File: config.mk
export PLATFORM = sky130hd
export DESIGN_NAME = tfr_mem_rd_flat
export DESIGN_NICKNAME = d
export VERILOG_FILES = /design/src/rtl/tfr_mem_rd_if.sv /design/src/rtl/tfr_mem_rd.sv /design/src/flat_wrapper.sv
export SDC_FILE = /design/constraint.sdc
export NUM_CORES = 1
export LEC_CHECK = 0
export BUFFER_PORTS_ARGS = -buffer_cell sky130_fd_sc_hd__buf_2
export CAP_MARGIN = 20
export CORE_UTILIZATION = 24
export DETAILED_ROUTE_END_ITERATION = 8
export PLACE_DENSITY_LB_ADDON = 0.15
export SLEW_MARGIN = 40
export SYNTH_ARGS = -nofsm -noshare
export SYNTH_HDL_FRONTEND = slang
export SYNTH_SLANG_ARGS = --single-unit
File: constraint.sdc
create_clock -name busclk_i -period 1.7 [get_ports busclk_i]
set_input_delay 0 -clock busclk_i [delete_from_list [all_inputs] [get_ports busclk_i]]
set_output_delay 0 -clock busclk_i [all_outputs]
set_load 0.03 [all_outputs]
File: src/rtl/tfr_mem_rd_if.sv
// tfr_mem_rd_if: support-CPU register bus plus SDRAM byte-read handshake
interface tfr_mem_rd_if;
  logic [3:0]  A_i;
  logic [7:0]  D_i;
  logic [7:0]  D_o;
  logic        nWR_i;
  logic        nRD_i;
  logic [23:0] mem_A_o;
  logic        mem_req_o;
  logic        mem_ack_i;
  logic [7:0]  mem_D_i;
  modport slave (
    input  A_i, D_i, nWR_i, nRD_i, mem_ack_i, mem_D_i,
    output D_o, mem_A_o, mem_req_o
  );
  modport master (
    output A_i, D_i, nWR_i, nRD_i, mem_ack_i, mem_D_i,
    input  D_o, mem_A_o, mem_req_o
  );
endinterface

File: src/rtl/tfr_mem_rd.sv
// tfr_mem_rd: CPU-windowed SDRAM byte read-back with auto-increment prefetch
module tfr_mem_rd #(
  parameter int unsigned TIMEOUT = 255
) (
  input logic busclk_i,
  input logic nreset_i,
  tfr_mem_rd_if.slave bus
);
  typedef enum logic {IDLE, REQ} state_t;
  state_t      state;
  logic        prev_rd, prev_wr, valid, err, discard;
  logic [23:0] addr, addr_rd, addr_nx;
  logic [7:0]  buffer, cnt, rd_val;
  logic        rd_edge, wr_edge, rd_data, wr_addr, start, launch, ack, timeout;
  // strobe edges, register-map decode and next-address arithmetic
  always_comb begin
    rd_edge = prev_rd & ~bus.nRD_i;
    wr_edge = prev_wr & ~bus.nWR_i;
    rd_data = rd_edge && bus.A_i == 4'hF && valid;
    wr_addr = wr_edge && bus.A_i <= 4'h2;
    start   = wr_edge && bus.A_i == 4'h3 && bus.D_i[0] && state == IDLE;
    launch  = state == IDLE && (start || rd_data);
    ack     = state == REQ && bus.mem_ack_i;
    timeout = state == REQ && !bus.mem_ack_i && cnt == 8'(TIMEOUT - 1);
    addr_rd = rd_data ? addr + 24'd1 : addr;
    addr_nx = !wr_addr ? addr_rd :
              bus.A_i == 4'h0 ? {addr_rd[23:8], bus.D_i} :
              bus.A_i == 4'h1 ? {addr_rd[23:16], bus.D_i, addr_rd[7:0]} :
                                {bus.D_i, addr_rd[15:0]};
    rd_val  = bus.A_i == 4'h0 ? addr[7:0] :
              bus.A_i == 4'h1 ? addr[15:8] :
              bus.A_i == 4'h2 ? addr[23:16] :
              bus.A_i == 4'h3 ? {5'b0, err, state == REQ, valid} :
              (bus.A_i == 4'hF && valid) ? buffer : 8'hFF;
  end
  // previous strobe levels so each access acts once per falling edge
  always_ff @(posedge busclk_i or negedge nreset_i)
    if (!nreset_i) begin
      prev_rd <= 1'b1;
      prev_wr <= 1'b1;
    end else begin
      prev_rd <= bus.nRD_i;
      prev_wr <= bus.nWR_i;
    end
  // registered read data, sampled from pre-write state
  always_ff @(posedge busclk_i or negedge nreset_i)
    if (!nreset_i) bus.D_o <= 8'h00;
    else if (rd_edge) bus.D_o <= rd_val;
  // address register and status flags
  always_ff @(posedge busclk_i or negedge nreset_i)
    if (!nreset_i) begin
      addr  <= 24'h0;
      valid <= 1'b0;
      err   <= 1'b0;
    end else begin
      addr  <= addr_nx;
      valid <= (ack && !discard && !wr_addr) ? 1'b1 : (rd_data || wr_addr || start) ? 1'b0 : valid;
      err   <= start ? 1'b0 : timeout ? 1'b1 : err;
    end
  // fetch FSM: a write to the address during REQ poisons the byte in flight
  always_ff @(posedge busclk_i or negedge nreset_i)
    if (!nreset_i) begin
      state         <= IDLE;
      bus.mem_A_o   <= 24'h0;
      bus.mem_req_o <= 1'b0;
      cnt           <= 8'h0;
      buffer        <= 8'hFF;
      discard       <= 1'b0;
    end else if (state == IDLE) begin
      if (launch) begin
        state         <= REQ;
        bus.mem_A_o   <= addr_nx;
        bus.mem_req_o <= 1'b1;
        cnt           <= 8'h0;
      end
    end else if (ack || timeout) begin
      state         <= IDLE;
      bus.mem_req_o <= 1'b0;
      discard       <= 1'b0;
      buffer        <= timeout ? 8'hFF : (discard || wr_addr) ? buffer : bus.mem_D_i;
    end else begin
      cnt     <= cnt + 8'd1;
      discard <= discard | wr_addr;
    end
endmodule

File: src/flat_wrapper.sv
// flat-port wrapper written by rule: the top's interface ports become plain ports
module tfr_mem_rd_flat 
#(
  parameter int unsigned TIMEOUT = 255
)
  (busclk_i, nreset_i, bus_A_i, bus_D_i, bus_nWR_i, bus_nRD_i, bus_mem_ack_i, bus_mem_D_i, bus_D_o, bus_mem_A_o, bus_mem_req_o);
  tfr_mem_rd_if bus_i ();
  input logic busclk_i;
  input logic nreset_i;
  input wire logic [$bits(bus_i.A_i)-1:0] bus_A_i;
  input wire logic [$bits(bus_i.D_i)-1:0] bus_D_i;
  input wire logic [$bits(bus_i.nWR_i)-1:0] bus_nWR_i;
  input wire logic [$bits(bus_i.nRD_i)-1:0] bus_nRD_i;
  input wire logic [$bits(bus_i.mem_ack_i)-1:0] bus_mem_ack_i;
  input wire logic [$bits(bus_i.mem_D_i)-1:0] bus_mem_D_i;
  output wire logic [$bits(bus_i.D_o)-1:0] bus_D_o;
  output wire logic [$bits(bus_i.mem_A_o)-1:0] bus_mem_A_o;
  output wire logic [$bits(bus_i.mem_req_o)-1:0] bus_mem_req_o;
  assign bus_i.A_i = bus_A_i;
  assign bus_i.D_i = bus_D_i;
  assign bus_i.nWR_i = bus_nWR_i;
  assign bus_i.nRD_i = bus_nRD_i;
  assign bus_i.mem_ack_i = bus_mem_ack_i;
  assign bus_i.mem_D_i = bus_mem_D_i;
  assign bus_D_o = bus_i.D_o;
  assign bus_mem_A_o = bus_i.mem_A_o;
  assign bus_mem_req_o = bus_i.mem_req_o;
  tfr_mem_rd #(.TIMEOUT(TIMEOUT)) u_core (.busclk_i(busclk_i), .nreset_i(nreset_i), .bus(bus_i));
endmodule
=== Yosys cells after proc, flatten, opt, wreduce, memory -nomap -nowiden ===
Cells that the tools add are included.

* Add/sub/neg operators: 2
* Equality and inequality tests: 8
* Mux-type cells: 25
* $lt $le $gt $ge: 1
* Divide/modulo/power cells: 0
* Bitwise logic cells: 6
* Reductions and logical operators: 29
* Shift operators: 0
* Multipliers: 0

{| class="wikitable"
|+ Operator list
! kind !! count
|-
| two-way mux 24 bit || 4
|-
| two-way mux 8 bit || 10
|-
| adder 24 x 1 -> 24 bit (second input constant) || 1
|-
| logical AND 1 bit || 13
|-
| two-way mux 1 bit || 11
|-
| adder 8 x 1 -> 8 bit (second input constant) || 1
|-
| == test 4 x 2 -> 1 bit (second input constant) || 2
|-
| == test 8 bit (second input constant) || 1
|-
| AND reduction 2 bit || 3
|-
| nonzero test 2 bit || 3
|-
| logical OR 1 bit || 5
|-
| == test 4 x 1 -> 1 bit (second input constant) || 1
|-
| == test 4 bit (second input constant) || 1
|-
| <= comparator 4 x 2 -> 1 bit (second input constant) || 1
|-
| logical NOT 4 bit || 1
|-
| != test 2 bit (second input constant) || 2
|-
| logical NOT 1 bit || 3
|-
| NOT 1 bit || 3
|-
| AND reduction 3 bit || 1
|-
| AND 1 bit || 2
|-
| != test 2 x 1 -> 1 bit (second input constant) || 1
|-
| bitwise OR 1 bit || 1
|}

* Memory bits (read-only): 0
* RAM bits: 0
* Memories kept: 0
* Latch bits: 0
* Register bits after elaboration: 79

=== Depth between registers and ports, before layout ===
Gate-level depths: netlist (run 1).

* Word-level depth: 9
* Mapped depth: 7

=== Worst setup path before layout (run 1) ===
Ideal clock, no wire load.

* Kind: reg-to-reg
* From: reg u_core.prev_wr
* To: reg u_core.bus.mem_A_o[0]
* Clock period less this slack: 1768 ps
* Stages on the path, launching flop included: 6
* Setup slack: -68 ps
* Arrival: 1640 ps
* Setup time: 127 ps
* Cell sequence: dfstp_2 > nor4b_4 > nand4_1 > a21oi_1 > buf_4 > mux2_1

* Word-level cells in the longest chain between the ends: 7
* Elaborated cells on any way between the ends: 9

{| class="wikitable"
|+ Ends and longest elaborated chain
! element !! RTL line !! text
|-
| start, declared || tfr_mem_rd.sv:11 || <nowiki>logic prev_rd, prev_wr, valid, err, discard;</nowiki>
|-
| start signal, assigned || tfr_mem_rd.sv:43 || <nowiki>prev_wr <= bus.nWR_i;</nowiki>
|-
| AND 1 bit (*) || tfr_mem_rd.sv:18 || <nowiki>wr_edge = prev_wr & ~bus.nWR_i;</nowiki>
|-
| logical AND 1 bit (3 in series) || tfr_mem_rd.sv:21 || <nowiki>start = wr_edge && bus.A_i == 4'h3 && bus.D_i[0] && state == IDLE;</nowiki>
|-
| logical OR 1 bit || tfr_mem_rd.sv:22 || <nowiki>launch = state == IDLE && (start || rd_data);</nowiki>
|-
| logical AND 1 bit || tfr_mem_rd.sv:22 ||
|-
| AND reduction 2 bit (no line) || - ||
|-
| end signal, assigned || tfr_mem_rd.sv:72 || <nowiki>bus.mem_A_o <= addr_nx;</nowiki>
|-
| end, declared || tfr_mem_rd_if.sv:14 || <nowiki>output D_o, mem_A_o, mem_req_o</nowiki>
|}

Every way passes the cells marked *; elsewhere a longest branch is shown, timed or not.
A chain may end at the register's enable or synchronous reset.

=== Worst setup path after layout (run 1) ===
* From: reg u_core.addr[0]
* To: reg u_core.addr[20]

* Word-level cells in the longest chain between the ends: 5

{| class="wikitable"
|+ Ends and longest elaborated chain
! element !! RTL line !! text
|-
| start, declared || tfr_mem_rd.sv:12 || <nowiki>logic [23:0] addr, addr_rd, addr_nx;</nowiki>
|-
| start signal, assigned || tfr_mem_rd.sv:56 || <nowiki>addr <= addr_nx;</nowiki>
|-
| adder 24 x 1 -> 24 bit (*) || tfr_mem_rd.sv:25 || <nowiki>addr_rd = rd_data ? addr + 24'd1 : addr;</nowiki>
|-
| two-way mux 24 bit (*) || tfr_mem_rd.sv:25 ||
|-
| two-way mux 24 bit || tfr_mem_rd.sv:28 || <nowiki>bus.A_i == 4'h1 ? {addr_rd[23:16], bus.D_i, addr_rd[7:0]} :</nowiki>
|-
| two-way mux 24 bit || tfr_mem_rd.sv:27 || <nowiki>bus.A_i == 4'h0 ? {addr_rd[23:8], bus.D_i} :</nowiki>
|-
| two-way mux 24 bit (*) || tfr_mem_rd.sv:26 || <nowiki>addr_nx = !wr_addr ? addr_rd :</nowiki>
|-
| net u_core.addr_nx[20] || tfr_mem_rd.sv:12 ||
|}

The timed path passes the listed nets; every way through them passes the cells marked *.

==> flow_summary.ini, run 1 <==
[routing]
routed_wl_um = 11900
drtPass1Iterations = 4
via_per_inst = 4.49
route.antenna.remaining_nets = 0
detail_route.wl_per_cell_um = 16.2
vias = 3298
detailedRoute.firstIterationViolations = 135
number_of_remaining_drc_errors = 0

[setup_path]
endpoint_class_of_the_critical_path = flop
crit_path_start_kind = flop
worst-path-max-fanout = 6
worstSetupPathType = flop to flop
worstPathArrival_ns = 1.99
worstPathRequired_ns = 1.91

[sta]
timing.final.max_slew_violations = 0
finalSetupViolCount = 7
report.final.hold_viol_count = 0
fin_ws_ns = -0.0737
fin_crit_ns = 1.77
timing.fmax_ghz = 0.564
rsz0062_at_grt = true
tightest_slew_ns = 0.555
min_period_over_period = 1.04
slew_headroom = 0.630
timing.setup.tns_ns = -0.233
fin_worst_hold_slack_ns = 0.0297
layout_skew_ns = 0.00793

[clock_network]
cts-root-buf = sky130_fd_sc_hd__clkbuf_16
clk_path_buf_depth = 2
clock_sinks = 79
path_clk_slew_ns = 0.06
cts.htree.levels = 3
worst_skew_pair.late_latency_ns = 0.34
clock_tree_from_tritoncts = yes
cts_inserted_buffers = 9

[synth]
syn_area_per_cell_um2 = 10.2
syn-instance-count = 384
syn_nets = 412
asyncSetResetFlopFracSynth = 1.00
yosys_warn_count = 0
seq_area_frac_synth = 0.509
dominantRegCellSynth = sky130_fd_sc_hd__dfrtp_1
synth.cells.most_frequent = sky130_fd_sc_hd__dfrtp_1, sky130_fd_sc_hd__nand2_1, sky130_fd_sc_hd__nor2_1
synthMostInstantiatedCell = sky130_fd_sc_hd__dfrtp_1
synthDominantCellAreaShare = 0.442
number_of_enable_type_register_cells_in_the_synthesized_netlist = 0
yosys_top_cell_by_area = sky130_fd_sc_hd__dfrtp_1
synthTopCellsByArea = sky130_fd_sc_hd__dfrtp_1, sky130_fd_sc_hd__dfstp_2, sky130_fd_sc_hd__nand2_1, sky130_fd_sc_hd__nor2_1, sky130_fd_sc_hd__a21oi_1
syn-cell-area_um2 = 3910
synthDistinctLibCells = 48
synth_seq_cells = 79

[final_layout]
fin_util = 0.366
regArea_um2 = 1990
multi_input_comb_area_um2 = 2170
drive_gt1_frac = 0.443
post_route_cell_area_um2 = 5810
filler_cell_count = 1648
antenna_cells_inserted = 0
design.final.nets = 542
final-instance-count-excl-fill = 735
syn_to_final_growth_pct = 48.6

[floorplan]
io_pins = 58
die_area_um2 = 16800
die_width_um = 130
initial_util = 0.246
core_region_area_um2 = 15900
die_y_um = 130
core.rowCount = 46

[power]
worst_ir_drop_vdd_mv = 0.492
power.density_nw_per_um2 = 1070
power.leakage_nw = 2.63

[global_routing]
wire_length_of_the_first_global_routing_pass_um = 18000
grt_antenna_before_repair = 0
pin_count_of_the_biggest_net_entering_global_routing = 40
vias_in_the_first_global_route = 3329
grtUsageTotal = 0.142
gr-total-overflow = 0

[hold_path]
worstHoldPathType = primary input to flop

[flow_run]
maxCapViolCount = 0

[placed_design]
placedInstanceArea_um2 = 4730
place.detailed.hpwl_um = 8200
placed_cells = 682
place_congestion = 0.794
numPortBuffers = 57

[run_status]
status = complete, but fails checks
failed_checks = setup timing
cell families (layout without fill, tap and decap cells):
| logic type | count (synthesis) | in the layout | share of synthesized area |
|---|---|---|---|
| xor+xnor | 28 | 28 | 0.0627 |
| simple gates | 154 | 154 | 0.207 |
| fa+ha+maj | 3 | 3 | 0.00960 |
| buf+inv | 21 | 156 | 0.0291 |
| flops | 79 | 79 | 0.509 |
| mux | 16 | 16 | 0.0509 |
| compound gates | 83 | 83 | 0.132 |
metal layers:
metal  GRT usage  vias up  part of all wire
met3      0.0248       18             0.028
met4      0.0684        0             0.020
met2       0.220       58              0.47
li1            -     1613                 -
met5           0        -                 0
met1       0.192     1609              0.48
area by class of cell:
| cell class | instances | share of cell area |
|---|---|---|
| repair buffers | 136 | 0.183 |
| well taps | 216 | 0.0465 |
| clock buffers | 12 | 0.0442 |
| flip-flops and latches | 79 | 0.343 |
| clock inverters | 4 | 0.00754 |
| inverters | 4 | 0.00258 |
| multi-input cells | 284 | 0.373 |
critical path, stage by stage (launching register included):
cell and delay [ns]:
sky130_fd_sc_hd__dfrtp_1 0.40, sky130_fd_sc_hd__ha_2 0.20, sky130_fd_sc_hd__and4b_2 0.26, sky130_fd_sc_hd__nand4_4 0.15, sky130_fd_sc_hd__buf_6 0.18, sky130_fd_sc_hd__nor4_4 0.18
sky130_fd_sc_hd__xnor2_2 0.17, sky130_fd_sc_hd__a21oi_1 0.10
cells in the final DEF, fill, tap and decap left out, types with 4 or more instances in the layout:
cell	instances
sky130_fd_sc_hd__a21oi_1	26
sky130_fd_sc_hd__a21oi_2	5
sky130_fd_sc_hd__a31oi_1	5
sky130_fd_sc_hd__and3_1	6
sky130_fd_sc_hd__buf_2	56
sky130_fd_sc_hd__buf_4	48
sky130_fd_sc_hd__buf_6	5
sky130_fd_sc_hd__clkbuf_16	13
sky130_fd_sc_hd__dfrtp_1	67
sky130_fd_sc_hd__dfstp_2	10
sky130_fd_sc_hd__dlygate4sd3_1	19
sky130_fd_sc_hd__inv_1	4
sky130_fd_sc_hd__mux2i_1	12
sky130_fd_sc_hd__nand2_1	33
sky130_fd_sc_hd__nand2_2	6
sky130_fd_sc_hd__nand2_4	9
sky130_fd_sc_hd__nand3_1	6
sky130_fd_sc_hd__nand4_1	15
sky130_fd_sc_hd__nor2_1	37
sky130_fd_sc_hd__nor2_4	5
sky130_fd_sc_hd__o21ai_0	16
sky130_fd_sc_hd__o21ai_2	16
sky130_fd_sc_hd__xnor2_1	4
sky130_fd_sc_hd__xnor2_2	9
sky130_fd_sc_hd__xor2_1	10
sky130_fd_sc_hd__xor2_2	5
report_power, final:
part	switching [mW]	internal (mW)
registers	0.307	2.24
clock network	0.752	1.21
logic	0.949	0.773
registers in the layout, indices dropped and copies added (netlist names):
| register | cells |
|---|---|
| u_core.addr | 24 |
| u_core.buffer | 8 |
| u_core.bus.D_o | 8 |
| u_core.bus.mem_A_o | 24 |
| u_core.bus.mem_req_o | 1 |
| u_core.cnt | 8 |
| u_core.discard | 1 |
| u_core.err | 1 |
| u_core.prev_rd | 1 |
| u_core.prev_wr | 1 |
| u_core.state | 1 |
| u_core.valid | 1 |
through the flow:
| step | power [mW] | setup slack (ns) |
|---|---|---|
| finish | 6.23 | -0.0737 |
| global route | 6.56 | -0.146 |
| CTS | 6.10 | -0.0208 |
| detailed placement | 4.02 | -0.102 |
| global placement | 4.01 | -0.0857 |
| floorplan | 3.34 | -0.0413 |
worst paths after layout:
kind,from,to,slack (ns),depth (start not counted)
max,u_core.addr[0],u_core.addr[20],-0.07,7
min,bus_A_i[0],u_core.err,0.03,3
max reg2reg,u_core.addr[0],u_core.addr[20],-0.07,7
min reg2reg,u_core.bus.mem_A_o[20],u_core.bus.mem_A_o[20],0.47,2
max in group asynchronous,nreset_i,u_core.buffer[1],0.86,3
min in group asynchronous,nreset_i,u_core.bus.mem_A_o[9],0.20,2
timing repair:
action                                  CTS  global route
buffers inserted                          2            10
resized for setup                        11            76
hold endpoints to repair                 66             0
hold buffers                             19             0
endpoints found under the setup margin   31            51
pin swaps                                 3            27
cloned                                    0             6
Note: power is estimated with default switching activity, not from simulation.
==> run 2: changes to the inputs <==
--- a/config.mk
+++ b/config.mk
@@ -10,6 +10,7 @@
 export CORE_UTILIZATION = 24
 export DETAILED_ROUTE_END_ITERATION = 8
 export PLACE_DENSITY_LB_ADDON = 0.15
+export SKIP_LAST_GASP = 1
 export SLEW_MARGIN = 40
 export SYNTH_ARGS = -nofsm -noshare
 export SYNTH_HDL_FRONTEND = slang
==> constraint.sdc (replaced) <==
create_clock -name busclk_i -period 1.7 [get_ports busclk_i]
set_input_delay 0 -clock busclk_i [delete_from_list [all_inputs] [get_ports busclk_i]]
set_output_delay 0 -clock busclk_i [all_outputs]
set_load 0.005 [all_outputs]
==> run 2 against run 1 <==
  * The run still ends with setup timing left
  * Largest cell class unchanged
  * Sequential power about the same
  * Sequential share of layout area is 0.16 points higher
  * Total power down 4.4%
  * Worst hold slack got worse by 0.0065 ns
  * Clock skew is essentially flat
  * Combinational power decreased by 16%
  * Critical endpoint unchanged
==> flow_summary.ini, run 2 (same netlist as run 1, synthesis figures left out) <==
[setup_path]
endpoint_class_of_the_critical_path = flop
worstPathArrival_ns = 1.98
worst-path-max-fanout = 6
worstPathRequired_ns = 1.91
worstReg2RegStart = u_core.addr[0]
worstSetupPathType = flop to flop
timing.critical_path.from = u_core.addr[0]
crit_path_start_kind = flop

[global_routing]
wire_length_of_the_first_global_routing_pass_um = 18000
top_usage_layer_grt = met2
pin_count_of_the_biggest_net_entering_global_routing = 40
vias_in_the_first_global_route = 3329
grtUsageTotal = 0.142
global_route.usage.met3 = 0.0248
gr-usage-met2 = 0.220
gr-total-overflow = 0
gr_layer_usage_met1 = 0.192
grt_antenna_before_repair = 0

[sta]
fin_worst_hold_slack_ns = 0.0233
report.final.hold_viol_count = 0
tightest_slew_ns = 0.557
finalSetupViolCount = 8
timing.final.max_slew_violations = 0
min_period_over_period = 1.04
layout_skew_ns = 0.00827
timing.fmax_ghz = 0.565
fin_crit_ns = 1.77
slew_headroom = 0.629
fin_ws_ns = -0.0699
rsz0062_at_grt = true

[floorplan]
io_pins = 58
core_region_area_um2 = 15900
die_y_um = 130
initial_util = 0.246
core.rowCount = 46
die_area_um2 = 16800
die_width_um = 130

[clock_network]
clock_sinks = 79
worst_skew_pair.late_latency_ns = 0.34
clk_path_buf_depth = 2
cts.htree.levels = 3
cts-root-buf = sky130_fd_sc_hd__clkbuf_16
clock_tree_from_tritoncts = yes
path_clk_slew_ns = 0.06
cts_inserted_buffers = 9

[flow_run]
maxCapViolCount = 0

[final_layout]
final_common_cell = sky130_fd_sc_hd__dfrtp_1
antenna_cells_inserted = 0
post_route_cell_area_um2 = 5780
commonest_non_fill_non_tap_cells_in_the_layout = sky130_fd_sc_hd__dfrtp_1, sky130_fd_sc_hd__buf_2, sky130_fd_sc_hd__buf_4
design.final.nets = 542
syn_to_final_growth_pct = 47.9
drive_gt1_frac = 0.434
biggestRegsByFlops = u_core.addr x24, u_core.bus.mem_A_o x24
final-instance-count-excl-fill = 735

[run_status]
failed_checks = setup timing
status = complete, but fails checks

[placed_design]
placed_cells = 682
placedInstanceArea_um2 = 4730
place_congestion = 0.794
numPortBuffers = 57
place.detailed.hpwl_um = 8200

[routing]
via_per_inst = 4.51
vias = 3314
drtPass1Iterations = 4
route.antenna.remaining_nets = 0
routed_wl_um = 11900
detailedRoute.firstIterationViolations = 144
number_of_remaining_drc_errors = 0
detail_route.wl_per_cell_um = 16.2

[power]
power.leakage_nw = 2.63
worst_ir_drop_vdd_mv = 0.491
power.density_nw_per_um2 = 1030

[hold_path]
worstHoldPathType = primary input to flop
min_from = bus_D_i[0]
## run 2: cell count changes in the layout (fill, tap and decap cells not counted), moves of 2 or more
| cell | delta |
|---|---|
| sky130_fd_sc_hd__nand2_1 | +2 |
| sky130_fd_sc_hd__nand2_2 | -2 |
| sky130_fd_sc_hd__nand3_1 | +2 |
| sky130_fd_sc_hd__nand3_2 | -2 |
| sky130_fd_sc_hd__o21ai_0 | +2 |
| sky130_fd_sc_hd__o21ai_1 | -2 |
## run 2: final cells by class
cell class	count	area, um2
clock buffer	12	256
clock inverter	4	43.8
fill	1656	10100
inverter	4	15.0
multi-input combinational	284	2150
sequential	79	1990
tap	216	270
timing repair buffer	136	1060
## run 2: critical path: stages, from the launching register on
cell,delay (ns)
sky130_fd_sc_hd__dfrtp_1,0.40
sky130_fd_sc_hd__ha_2,0.20
sky130_fd_sc_hd__and4b_2,0.26
sky130_fd_sc_hd__nand4_4,0.15
sky130_fd_sc_hd__buf_6,0.18
sky130_fd_sc_hd__nor4_4,0.18
sky130_fd_sc_hd__xnor2_2,0.17
sky130_fd_sc_hd__a21oi_1,0.10
## run 2: where the power goes
group / switching (mW) / internal (mW) / leakage, nW / total, mW
Sequential: 0.306 / 2.24 / 0.977 / 2.55
Clock: 0.753 / 1.21 / 0.150 / 1.96
Combinational: 0.685 / 0.761 / 1.50 / 1.45
Total: 1.74 / 4.21 / 2.63 / 5.95
## run 2: timing repair
item | 4_1_cts | 5_1_grt
pin swaps | 3 | 25
gates resized for setup | 11 | 67
hold buffers | 19 | 0
setup buffers | 2 | 10
cloned | 0 | 6
endpoints found under the hold margin | 66 | 0
setup endpoints to repair | 31 | 51
## run 2: through the flow
step / utilization / power [mW] / worst slack [ns] / setup TNS, ns
after global routing: 0.364 / 6.28 / -0.146 / -2.99
after floorplan: - / 3.09 / -0.0413 / -0.0413
after global placement: 0.297 / 3.74 / -0.0857 / -0.449
final: 0.364 / 5.95 / -0.0699 / -0.228
after CTS: 0.333 / 5.84 / -0.0208 / -0.0522
after detailed placement: 0.297 / 3.76 / -0.102 / -0.945
## run 2: path summary, 6_finish.rpt
path / end / slack, ns / depth (start not counted)
max in group asynchronous: u_core.buffer[1] / 0.86 / 3
max reg2reg: u_core.addr[20] / -0.07 / 7
max: u_core.addr[20] / -0.07 / 7
min reg2reg: u_core.bus.mem_A_o[20] / 0.47 / 2
min: u_core.addr[8] / 0.02 / 3
min in group asynchronous: u_core.bus.mem_A_o[9] / 0.19 / 2
## run 2: per-layer routing
layer / wire length, um / up-vias
li1: - / 1614
met1: 5710 / 1627
met2: 5640 / 56
met3: 327 / 17
met4: 221 / 0
met5: 0 / -
